## src/rtl/axil_csr_pkg.sv

```systemverilog
// Shared types, response codes and byte-merge helper for the AXI4-Lite CSR bank.
// Optional round-robin read/write arbitration is enabled by defining AXIL_CSR_RR_ARB_EN.
package axil_csr_pkg;

  typedef enum logic [1:0] {
    ACC_RW   = 2'b00,
    ACC_RO   = 2'b01,
    ACC_WO   = 2'b10,
    ACC_NONE = 2'b11
  } access_t;

  localparam logic [1:0] RESP_OKAY   = 2'b00;
  localparam logic [1:0] RESP_SLVERR = 2'b10;

  typedef enum logic [1:0] {
    IDLE,
    WR_RESP,
    RD_RESP
  } state_t;

  function automatic logic [7:0] byte_merge(input logic [7:0] old_byte,
                                            input logic [7:0] new_byte,
                                            input logic       strb);
    return strb ? new_byte : old_byte;
  endfunction

endpackage

```

## src/rtl/axil_csr_regs.sv

```systemverilog
// Register storage for the CSR bank: strobe merge, write pulses, access checks and read mux.
module axil_csr_regs
  import axil_csr_pkg::*;
#(
  parameter int                          DATA_W     = 32,
  parameter int                          NUM_REGS   = 8,
  parameter int                          IDX_W      = 4,
  parameter logic [2*NUM_REGS-1:0]       REG_ACCESS = '0,
  parameter logic [NUM_REGS*DATA_W-1:0]  REG_RST    = '0
) (
  input  logic                         clk,
  input  logic                         arst_n,
  input  logic                         wr_en,
  input  logic [IDX_W-1:0]             wr_idx,
  input  logic [DATA_W-1:0]            wr_data,
  input  logic [DATA_W/8-1:0]          wr_strb,
  output logic                         wr_ok,
  input  logic [IDX_W-1:0]             rd_idx,
  output logic [DATA_W-1:0]            rd_data,
  output logic                         rd_ok,
  input  logic [NUM_REGS*DATA_W-1:0]   hw_status,
  output logic [NUM_REGS*DATA_W-1:0]   reg_q,
  output logic [NUM_REGS-1:0]          wr_pulse
);

  logic [NUM_REGS*DATA_W-1:0] reg_d;
  logic [NUM_REGS-1:0]        pulse_d, pulse_q;

  function automatic access_t acc_of(input int idx);
    return access_t'(REG_ACCESS[2*idx +: 2]);
  endfunction

  // Only RW/WO registers are writable; a zero strobe still counts as a commit.
  always_comb begin
    reg_d   = reg_q;
    pulse_d = '0;
    wr_ok   = 1'b0;
    for (int i = 0; i < NUM_REGS; i++) begin
      if (wr_idx == IDX_W'(i) && (acc_of(i) == ACC_RW || acc_of(i) == ACC_WO)) begin
        wr_ok = 1'b1;
        if (wr_en) begin
          pulse_d[i] = 1'b1;
          for (int b = 0; b < DATA_W/8; b++) begin
            reg_d[i*DATA_W + 8*b +: 8] = byte_merge(reg_q[i*DATA_W + 8*b +: 8],
                                                    wr_data[8*b +: 8], wr_strb[b]);
          end
        end
      end
    end
  end

  always_comb begin
    rd_data = '0;
    rd_ok   = 1'b0;
    for (int i = 0; i < NUM_REGS; i++) begin
      if (rd_idx == IDX_W'(i)) begin
        if (acc_of(i) == ACC_RW) begin
          rd_data = reg_q[i*DATA_W +: DATA_W];
          rd_ok   = 1'b1;
        end else if (acc_of(i) == ACC_RO) begin
          rd_data = hw_status[i*DATA_W +: DATA_W];
          rd_ok   = 1'b1;
        end
      end
    end
  end

  always_ff @(posedge clk or negedge arst_n) begin
    if (!arst_n) begin
      reg_q   <= REG_RST;
      pulse_q <= '0;
    end else begin
      reg_q   <= reg_d;
      pulse_q <= pulse_d;
    end
  end

  assign wr_pulse = pulse_q;

endmodule

```

## src/rtl/axil_csr_bank.sv

```systemverilog
// AXI4-Lite CSR bank top: channel capture, read/write arbitration and response FSM.
// Define AXIL_CSR_RR_ARB_EN for round-robin arbitration; default is fixed write priority.
module axil_csr_bank
  import axil_csr_pkg::*;
#(
  parameter int                          DATA_W     = 32,
  parameter int                          ADDR_W     = 6,
  parameter int                          NUM_REGS   = 8,
  parameter logic [2*NUM_REGS-1:0]       REG_ACCESS = {NUM_REGS{2'b00}},
  parameter logic [NUM_REGS*DATA_W-1:0]  REG_RST    = '0
) (
  input  logic                         clk,
  input  logic                         arst_n,
  input  logic [ADDR_W-1:0]            awaddr,
  input  logic                         awvalid,
  output logic                         awready,
  input  logic [DATA_W-1:0]            wdata,
  input  logic [DATA_W/8-1:0]          wstrb,
  input  logic                         wvalid,
  output logic                         wready,
  output logic [1:0]                   bresp,
  output logic                         bvalid,
  input  logic                         bready,
  input  logic [ADDR_W-1:0]            araddr,
  input  logic                         arvalid,
  output logic                         arready,
  output logic [DATA_W-1:0]            rdata,
  output logic [1:0]                   rresp,
  output logic                         rvalid,
  input  logic                         rready,
  input  logic [NUM_REGS*DATA_W-1:0]   hw_status,
  output logic [NUM_REGS*DATA_W-1:0]   reg_q,
  output logic [NUM_REGS-1:0]          wr_pulse
);

  localparam int STRB_W = DATA_W / 8;
  localparam int OFF    = $clog2(STRB_W);
  localparam int IDX_W  = ADDR_W - OFF;

  state_t              state_q, state_d;
  logic                aw_held_q, aw_held_d, w_held_q, w_held_d, ar_held_q, ar_held_d;
  logic [IDX_W-1:0]    aw_idx_q, aw_idx_d, ar_idx_q, ar_idx_d;
  logic [DATA_W-1:0]   wdata_q, wdata_d, rdata_q, rdata_d;
  logic [STRB_W-1:0]   wstrb_q, wstrb_d;
  logic                bvalid_q, bvalid_d, rvalid_q, rvalid_d;
  logic [1:0]          bresp_q, bresp_d, rresp_q, rresp_d;
  logic                wr_ready, grant_wr, grant_rd, wr_ok, rd_ok;
  logic [DATA_W-1:0]   rd_data;
  logic                unused_addr_lsbs;

  assign unused_addr_lsbs = ^{awaddr, araddr};

`ifdef AXIL_CSR_RR_ARB_EN
  logic last_grant_q, last_grant_d;

  // last_grant = 0 means the next contended slot goes to the write.
  always_comb begin
    wr_ready     = aw_held_q & w_held_q;
    grant_wr     = (state_q == IDLE) & wr_ready & (!ar_held_q | !last_grant_q);
    grant_rd     = (state_q == IDLE) & ar_held_q & !grant_wr;
    last_grant_d = last_grant_q;
    if ((state_q == IDLE) && wr_ready && ar_held_q) last_grant_d = ~last_grant_q;
  end

  always_ff @(posedge clk or negedge arst_n) begin
    if (!arst_n) last_grant_q <= 1'b0;
    else         last_grant_q <= last_grant_d;
  end
`else
  always_comb begin
    wr_ready = aw_held_q & w_held_q;
    grant_wr = (state_q == IDLE) & wr_ready;
    grant_rd = (state_q == IDLE) & ar_held_q & !wr_ready;
  end
`endif

  axil_csr_regs #(
    .DATA_W    (DATA_W),
    .NUM_REGS  (NUM_REGS),
    .IDX_W     (IDX_W),
    .REG_ACCESS(REG_ACCESS),
    .REG_RST   (REG_RST)
  ) u_regs (
    .clk      (clk),
    .arst_n   (arst_n),
    .wr_en    (grant_wr),
    .wr_idx   (aw_idx_q),
    .wr_data  (wdata_q),
    .wr_strb  (wstrb_q),
    .wr_ok    (wr_ok),
    .rd_idx   (ar_idx_q),
    .rd_data  (rd_data),
    .rd_ok    (rd_ok),
    .hw_status(hw_status),
    .reg_q    (reg_q),
    .wr_pulse (wr_pulse)
  );

  // Held flags stay set until the response handshake, which keeps each channel's ready low.
  always_comb begin
    state_d   = state_q;
    aw_held_d = aw_held_q;
    aw_idx_d  = aw_idx_q;
    w_held_d  = w_held_q;
    wdata_d   = wdata_q;
    wstrb_d   = wstrb_q;
    ar_held_d = ar_held_q;
    ar_idx_d  = ar_idx_q;
    bvalid_d  = bvalid_q;
    bresp_d   = bresp_q;
    rvalid_d  = rvalid_q;
    rresp_d   = rresp_q;
    rdata_d   = rdata_q;

    if (awvalid && !aw_held_q) begin
      aw_held_d = 1'b1;
      aw_idx_d  = awaddr[ADDR_W-1:OFF];
    end
    if (wvalid && !w_held_q) begin
      w_held_d = 1'b1;
      wdata_d  = wdata;
      wstrb_d  = wstrb;
    end
    if (arvalid && !ar_held_q) begin
      ar_held_d = 1'b1;
      ar_idx_d  = araddr[ADDR_W-1:OFF];
    end

    case (state_q)
      IDLE: begin
        if (grant_wr) begin
          bvalid_d = 1'b1;
          bresp_d  = wr_ok ? RESP_OKAY : RESP_SLVERR;
          state_d  = WR_RESP;
        end else if (grant_rd) begin
          rvalid_d = 1'b1;
          rdata_d  = rd_data;
          rresp_d  = rd_ok ? RESP_OKAY : RESP_SLVERR;
          state_d  = RD_RESP;
        end
      end
      WR_RESP: begin
        if (bready) begin
          bvalid_d  = 1'b0;
          aw_held_d = 1'b0;
          w_held_d  = 1'b0;
          state_d   = IDLE;
        end
      end
      RD_RESP: begin
        if (rready) begin
          rvalid_d  = 1'b0;
          ar_held_d = 1'b0;
          state_d   = IDLE;
        end
      end
      default: state_d = IDLE;
    endcase
  end

  always_ff @(posedge clk or negedge arst_n) begin
    if (!arst_n) begin
      state_q   <= IDLE;
      aw_held_q <= 1'b0;
      aw_idx_q  <= '0;
      w_held_q  <= 1'b0;
      wdata_q   <= '0;
      wstrb_q   <= '0;
      ar_held_q <= 1'b0;
      ar_idx_q  <= '0;
      bvalid_q  <= 1'b0;
      bresp_q   <= 2'b00;
      rvalid_q  <= 1'b0;
      rresp_q   <= 2'b00;
      rdata_q   <= '0;
    end else begin
      state_q   <= state_d;
      aw_held_q <= aw_held_d;
      aw_idx_q  <= aw_idx_d;
      w_held_q  <= w_held_d;
      wdata_q   <= wdata_d;
      wstrb_q   <= wstrb_d;
      ar_held_q <= ar_held_d;
      ar_idx_q  <= ar_idx_d;
      bvalid_q  <= bvalid_d;
      bresp_q   <= bresp_d;
      rvalid_q  <= rvalid_d;
      rresp_q   <= rresp_d;
      rdata_q   <= rdata_d;
    end
  end

  assign awready = !aw_held_q;
  assign wready  = !w_held_q;
  assign arready = !ar_held_q;
  assign bvalid  = bvalid_q;
  assign bresp   = bresp_q;
  assign rvalid  = rvalid_q;
  assign rresp   = rresp_q;
  assign rdata   = rdata_q;

endmodule

```

## config.mk

```make
export PLATFORM = sky130hd
export DESIGN_NAME = axil_csr_bank
export DESIGN_NICKNAME = d
export VERILOG_FILES = /design/src/rtl/axil_csr_pkg.sv /design/src/rtl/axil_csr_regs.sv /design/src/rtl/axil_csr_bank.sv
export SDC_FILE = /design/constraint.sdc
export NUM_CORES = 1
export LEC_CHECK = 0
export ABC_AREA = 1
export CORE_AREA = 2 2 242 244
export DETAILED_ROUTE_END_ITERATION = 8
export DIE_AREA = 0 0 244 246
export GPL_ROUTABILITY_DRIVEN = 0
export SLEW_MARGIN = 10
export SYNTH_ARGS = -nofsm -noshare
export SYNTH_HDL_FRONTEND = slang
export SYNTH_HIERARCHICAL = 1
export SYNTH_SLANG_ARGS = --single-unit
```

## constraint.sdc

```tcl
create_clock -name clk -period 2.5 [get_ports clk]
set_input_delay 0.5 -clock clk [delete_from_list [all_inputs] [get_ports clk]]
set_output_delay 0.5 -clock clk [all_outputs]
set_load 0.02 [all_outputs]
```

==> results.ini, run 1 <==
[status]
status = finished clean

[clock_network]
cts.path.max_buffers = 3
postCtsSetupBuffers = 0
clock-sinks = 349
clk_pin_slew_ns = 0.06
worstSkewPairLatency_ns = 0.56
cts_resized = 0
cts_tree = done
htree_levels = 2
numCtsBuffers = 41
root_buffer = clkbuf_16

[place]
hpwl_um = 47000
placedCellCount = 2896
dpl_cell_area_um2 = 20100
post-place-ws_ns = 0.229
port_buffers = 353

[global_route]
overflow = 0
grt_pass1_wl_um = 92900
grt_usage_pct = 20.9
grt_max_degree = 69
grt_pass1_vias = 14000
antenna_found_initial = 12

[sta]
fin_worst_hold_slack_ns = 0.364
fmax_mhz = 427
finalCriticalPeriod_ns = 2.34
rsz0062_at_grt = no
max_slew_margin_pct = 59.3
final_max_slew_viol_count = 0
fin_setup_tns_ns = 0
setup_ws_ns = 0.159
period_share_pct = 93.6
setup_viol = 0
worst_pin_slew_ns = 0.610
hold_violations = 0
fin_skew_ns = 0.0160

[final_layout]
fin_util_pct = 37.5
final_cell_area_um2 = 21500
nFillCells = 5798
syn_to_final_growth_pct = 38.1
instances_no_fill = 2974
fin_nets = 2486
drive_gt1_share_pct = 9.80

[floorplan]
coreArea_um2 = 57400
rows = 88
die-area_um2 = 60000
fp.dieH_um = 246
ioPinCount = 616
die_w_um = 244
start_util_pct = 27.2

[critical_path]
end_kind = primary output
cp-start-kind = flop
cp_max_fo = 3
cp.arrival_ns = 1.84
required_ns = 2.00
crit_type = reg -> out

[synth]
yosysUniqueCellTypes = 30
syn_area_per_cell_um2 = 8.52
ys_seq_elements = 349
postSynthCellCount = 1828
synth_area_um2 = 15600
ys_seq_area_share_pct = 56.1
ys_warn_count = 6

[hold_path]
hold_path_class = in -> reg

[detailed_routing]
firstDrtPassIters = 5
postRouteAntennaNets = 0
drc = 0
initialDrtViolationCount = 1338
top_layer_used = met5
wl_met3_um = 7380
finalWirelength_um = 63100
wl_per_cell_um = 21.2
routed_via_density = 4.81
met1_length_um = 28600
wl_met2_um = 25800
vias = 14300

[power_and_ir_drop]
p_total_mw = 28.0
leakage_nw = 9.80
ir_worst_vdd_mv = 0.646
powerDensity_nw_per_um2 = 1300

[job]
cap_violations = 0

[layout make-up]
class | count | area (um^2) | share of cell area [%]
diodes | 4 | 10.0 | 0.0465
clock buffers | 60 | 1210 | 5.62
clock inverters | 13 | 219 | 1.02
inverters | 147 | 552 | 2.56
multi-input cells | 1237 | 5840 | 27.1
flip-flops and latches | 349 | 8740 | 40.6
well taps | 765 | 957 | 4.45
repair buffers | 399 | 3990 | 18.6
[synthesized netlist by cell type]
library cell	count	share of area [%]
nor3_4	2	0.21
nand3_4	1	0.11
o211ai_1	27	1.3
nor4_4	2	0.27
inv_1	143	3.4
buf_2	46	1.5
o22ai_1	1	0.040
nand2_2	19	0.76
or2_2	27	1.1
conb_1	1	0.024
nor2_2	3	0.12
clkbuf_1	35	0.84
o21ai_1	70	2.2
o21ai_0	158	5.1
nor3_1	5	0.16
a21oi_2	1	0.056
nand2_1	566	14
nand3_1	200	6.4
a21oi_1	2	0.064
o21ai_2	32	1.8
o31ai_1	1	0.048
buf_1	1	0.024
buf_4	6	0.29
dfrtp_1	349	56
nand4_1	41	1.6
inv_2	4	0.096
nand2_4	4	0.29
nor2_4	1	0.072
nor2_1	72	1.7
buf_6	8	0.58
[power breakdown]
group	leakage [nW]	internal (mW)	switching [mW]	total [mW]
clock	0.705	3.96	2.42	6.39
combinational	4.40	4.41	7.73	12.1
sequential	4.70	7.57	1.91	9.48
total	9.80	15.9	12.1	28.0
[timing repair]
action	4_1_cts	5_1_grt
hold buffers	1	0
setup endpoints to repair	0	0
hold endpoints to repair	60	0
[cell usage in the layout, fill, tap and decap left out, types with 3 or more instances in the layout]
cell / n
buf_12: 9
buf_4: 36
bufinv_16: 6
clkbuf_1: 10
clkbuf_16: 43
clkbuf_8: 7
clkdlybuf4s50_1: 351
clkinv_2: 6
dfrtp_1: 346
dfrtp_2: 3
diode_2: 4
inv_1: 142
inv_2: 5
nand2_1: 564
nand2_2: 21
nand2_4: 4
nand3_1: 200
nand4_1: 41
nor2_1: 68
nor2_4: 6
nor3_1: 5
o211ai_1: 27
o21ai_0: 158
o21ai_1: 70
o21ai_2: 32
or2_2: 27
[worst max-delay path: stages (launching register included)]
cell and delay [ns]:
dfrtp_1 0.49, inv_2 0.10, clkdlybuf4s50_1 0.70
[cells by family (layout without fill, tap and decap cells)]
| logic type | count (synthesis) | after routing | share of synthesized area [%] |
|---|---|---|---|
| buffers and inverters | 243 | 619 | 6.75 |
| AOI/OAI and AO/OA | 292 | 292 | 10.6 |
| and+or+nand+nor | 943 | 943 | 26.5 |
| DFF | 349 | 349 | 56.1 |
| other | 1 | 6 | 0.0241 |
[layer usage]
layer  GRT usage (%)  up-vias
met1            29.2     6863
met2            29.7      675
met4            5.54       14
met3            8.28       87
met5               0        -
li1                -     6675
[sequential cells by signal, indices dropped and copies added, names as in the netlist, 2 cells and up]
name and count:
aw_idx_q 4, wstrb_q 4, state_q 2, ar_idx_q 4
wdata_q 32, u_regs/wr_pulse 8, u_regs/reg_q 256, rdata 32
[worst paths after layout]
path	from	end	slack, ns	cells past startpoint
max in group asynchronous	arst_n	wdata_q[19]$_DFFE_PN0P_	1.16	3
worst max-delay path	w_held_q$_DFF_PN0_	wready	0.16	2
worst max register to register	w_held_q$_DFF_PN0_	u_regs/reg_q[66]$_DFFE_PN0P_	0.24	9
min in group asynchronous	arst_n	u_regs/reg_q[136]$_DFFE_PN0P_	0.49	2
worst min register to register	wdata_q[20]$_DFFE_PN0P_	wdata_q[20]$_DFFE_PN0P_	0.47	2
worst min-delay path	wvalid	wdata_q[17]$_DFFE_PN0P_	0.36	3
(Power assumes the default switching activity.)
==> run 2: changes to the inputs <==
Settings changed: RECOVER_POWER set to 50.
==> run 2 against run 1 <==
Compared with the run above: first-iteration DRC count down 3.7%; register-to-register slack worse by 0.06 ns; maximum frequency down 0.81%; clock skew up 0.0019 ns; final cell count unchanged; non-clock buffer count unchanged; clock-buffer cell count unchanged; largest cell class unchanged.
==> results.ini, run 2 (synthesized netlist as in run 1, its figures left out) <==
[sta]
fin_setup_tns_ns = 0  ; unchanged
rsz0062_at_grt = no
fmax_mhz = 424  ; -0.81%
fin_skew_ns = 0.0180  ; +0.00193 ns
setup_ws_ns = 0.140  ; -0.0190 ns
period_share_pct = 94.4  ; +0.76 points
hold_violations = 0  ; unchanged
worst_pin_slew_ns = 0.953  ; +0.343 ns
max_slew_margin_pct = 36.5  ; -23 points
final_max_slew_viol_count = 0  ; unchanged
setup_viol = 0  ; unchanged
finalCriticalPeriod_ns = 2.36  ; +0.0190 ns

[global_route]
grt_max_degree = 69  ; unchanged
overflow = 0  ; unchanged
antenna_found_initial = 12  ; unchanged
grt_usage_pct = 20.9  ; unchanged
grt_pass1_wl_um = 92900  ; unchanged
grt_pass1_vias = 14000  ; unchanged

[clock_network]
clk_pin_slew_ns = 0.06  ; about the same
clock-sinks = 349  ; unchanged
root_buffer = clkbuf_16
cts_resized = 0  ; unchanged
postCtsHoldBufs = 1  ; unchanged
htree_levels = 2  ; unchanged
cts_tree = done
worstSkewPairLatency_ns = 0.57  ; about the same
postCtsSetupBuffers = 0  ; unchanged
numCtsBuffers = 41  ; unchanged
cts.path.max_buffers = 3  ; unchanged

[final_layout]
layout_common_cells = 567 x nand2_1, 346 x dfrtp_1, 270 x clkdlybuf4s50_1
final_common_cell = nand2_1
fin_util_pct = 37.3  ; -0.24 points
syn_to_final_growth_pct = 37.2
instances_no_fill = 2974  ; unchanged
drive_gt1_share_pct = 9.25  ; -0.54 points
largest_reg_flops = 256  ; unchanged
fin_nets = 2486  ; unchanged
largest-register = u_regs/reg_q

[detailed_routing]
wl_met2_um = 25700  ; -0.17%
initialDrtViolationCount = 1288  ; -3.7%
vias = 14300  ; +0.077%
finalWirelength_um = 63100  ; about the same
top_layer_used = met5
wl_per_cell_um = 21.2  ; about the same
firstDrtPassIters = 5  ; unchanged
postRouteAntennaNets = 0  ; unchanged
met1_length_um = 28400  ; -0.75%
wl_met3_um = 7540  ; +2.1%
drc = 0  ; unchanged
routed_via_density = 4.82  ; about the same

[critical_path]
regToRegSetupSlack_ns = 0.18  ; -0.06 ns
cp-start-kind = flop
end_kind = primary output
crit_type = reg -> out
required_ns = 2.00  ; about the same
cp_max_fo = 3  ; unchanged
cp.arrival_ns = 1.86  ; +0.02 ns

[power_and_ir_drop]
p_sw_share_pct = 43.3  ; +0.24 points
ir_worst_vdd_mv = 0.643  ; -0.47%
pwr-share-seq_pct = 34.0  ; +0.2 points
powerDensity_nw_per_um2 = 1300  ; -0.25%
p_switching_mw = 12.0  ; -0.35%
combPwrFrac_pct = 42.9  ; -0.4 points
p_int_mw = 15.7  ; -1.3%
leakage_nw = 9.96  ; +1.6%
p_clk_share_pct = 23.0  ; +0.2 points

[floorplan]
rows = 88  ; unchanged
ioPinCount = 616  ; unchanged
start_util_pct = 27.2  ; unchanged
die-area_um2 = 60000  ; unchanged
coreArea_um2 = 57400  ; unchanged
fp.dieH_um = 246  ; unchanged
die_w_um = 244  ; unchanged

[status]
status = finished clean

[place]
placedCellCount = 2896  ; unchanged
post-place-ws_ns = 0.229  ; unchanged
port_buffers = 353  ; unchanged
hpwl_um = 47000  ; unchanged

[job]
cap_violations = 0  ; unchanged

[hold_path]
hold_path_class = in -> reg

==> run 2: cell type report <==
cell class,count,area [um^2]
diodes,4,10.0
clock buffers,60,1210
clock inverters,13,219
fillers,5820,36000
inverters,147,552
multi-input cells,1237,5790
flip-flops and latches,349,8740
well taps,765,957
repair buffers,399,3900
==> run 2: metrics by stage <==
stage	cell area, um^2	power [mW]	hold slack (ns)
floorplan	15600	15.1	0.204
global placement	20100	21.5	0.454
detailed placement	20100	21.7	0.458
CTS	21500	28.2	0.341
global route	21400	29.4	0.362
finish	21400	27.8	0.353
==> run 2: path summary, 6_finish.rpt <==
| kind | start | to | cells after the start |
|---|---|---|---|
| min in group asynchronous | arst_n | u_regs/reg_q[136]$_DFFE_PN0P_ | 2 |
| max in group asynchronous | arst_n | ar_idx_q[1]$_DFFE_PN0P_ | 3 |
| worst max-delay path | w_held_q$_DFF_PN0_ | wready | 2 |
| worst min register to register | wdata_q[28]$_DFFE_PN0P_ | wdata_q[28]$_DFFE_PN0P_ | 2 |
| worst min-delay path | wvalid | wdata_q[17]$_DFFE_PN0P_ | 3 |
| worst max register to register | ar_idx_q[1]$_DFFE_PN0P_ | rdata[9]$_DFFE_PN0P_ | 9 |
==> run 2: per-layer routing <==
metal / up-vias / GRT usage [%]
met3: 97 / 8.28
met1: 6842 / 29.2
met5: - / 0
met4: 14 / 5.54
li1: 6672 / -
met2: 700 / 29.7
==> run 2: worst max-delay path, cell delays in order (launching register included) <==
cell and delay [ns]:
dfrtp_1 0.48, inv_1 0.12, clkdlybuf4s50_1 0.71
==> run 2: power groups by stage <==
stage               Sequential, mW  Clock (mW)  Combinational [mW]
floorplan                     10.8           0                4.25
global placement              9.47           0                12.0
detailed placement            9.52           0                12.2
CTS                           9.46        6.55                12.2
global route                  9.70        6.75                12.9
finish                        9.44        6.39                11.9
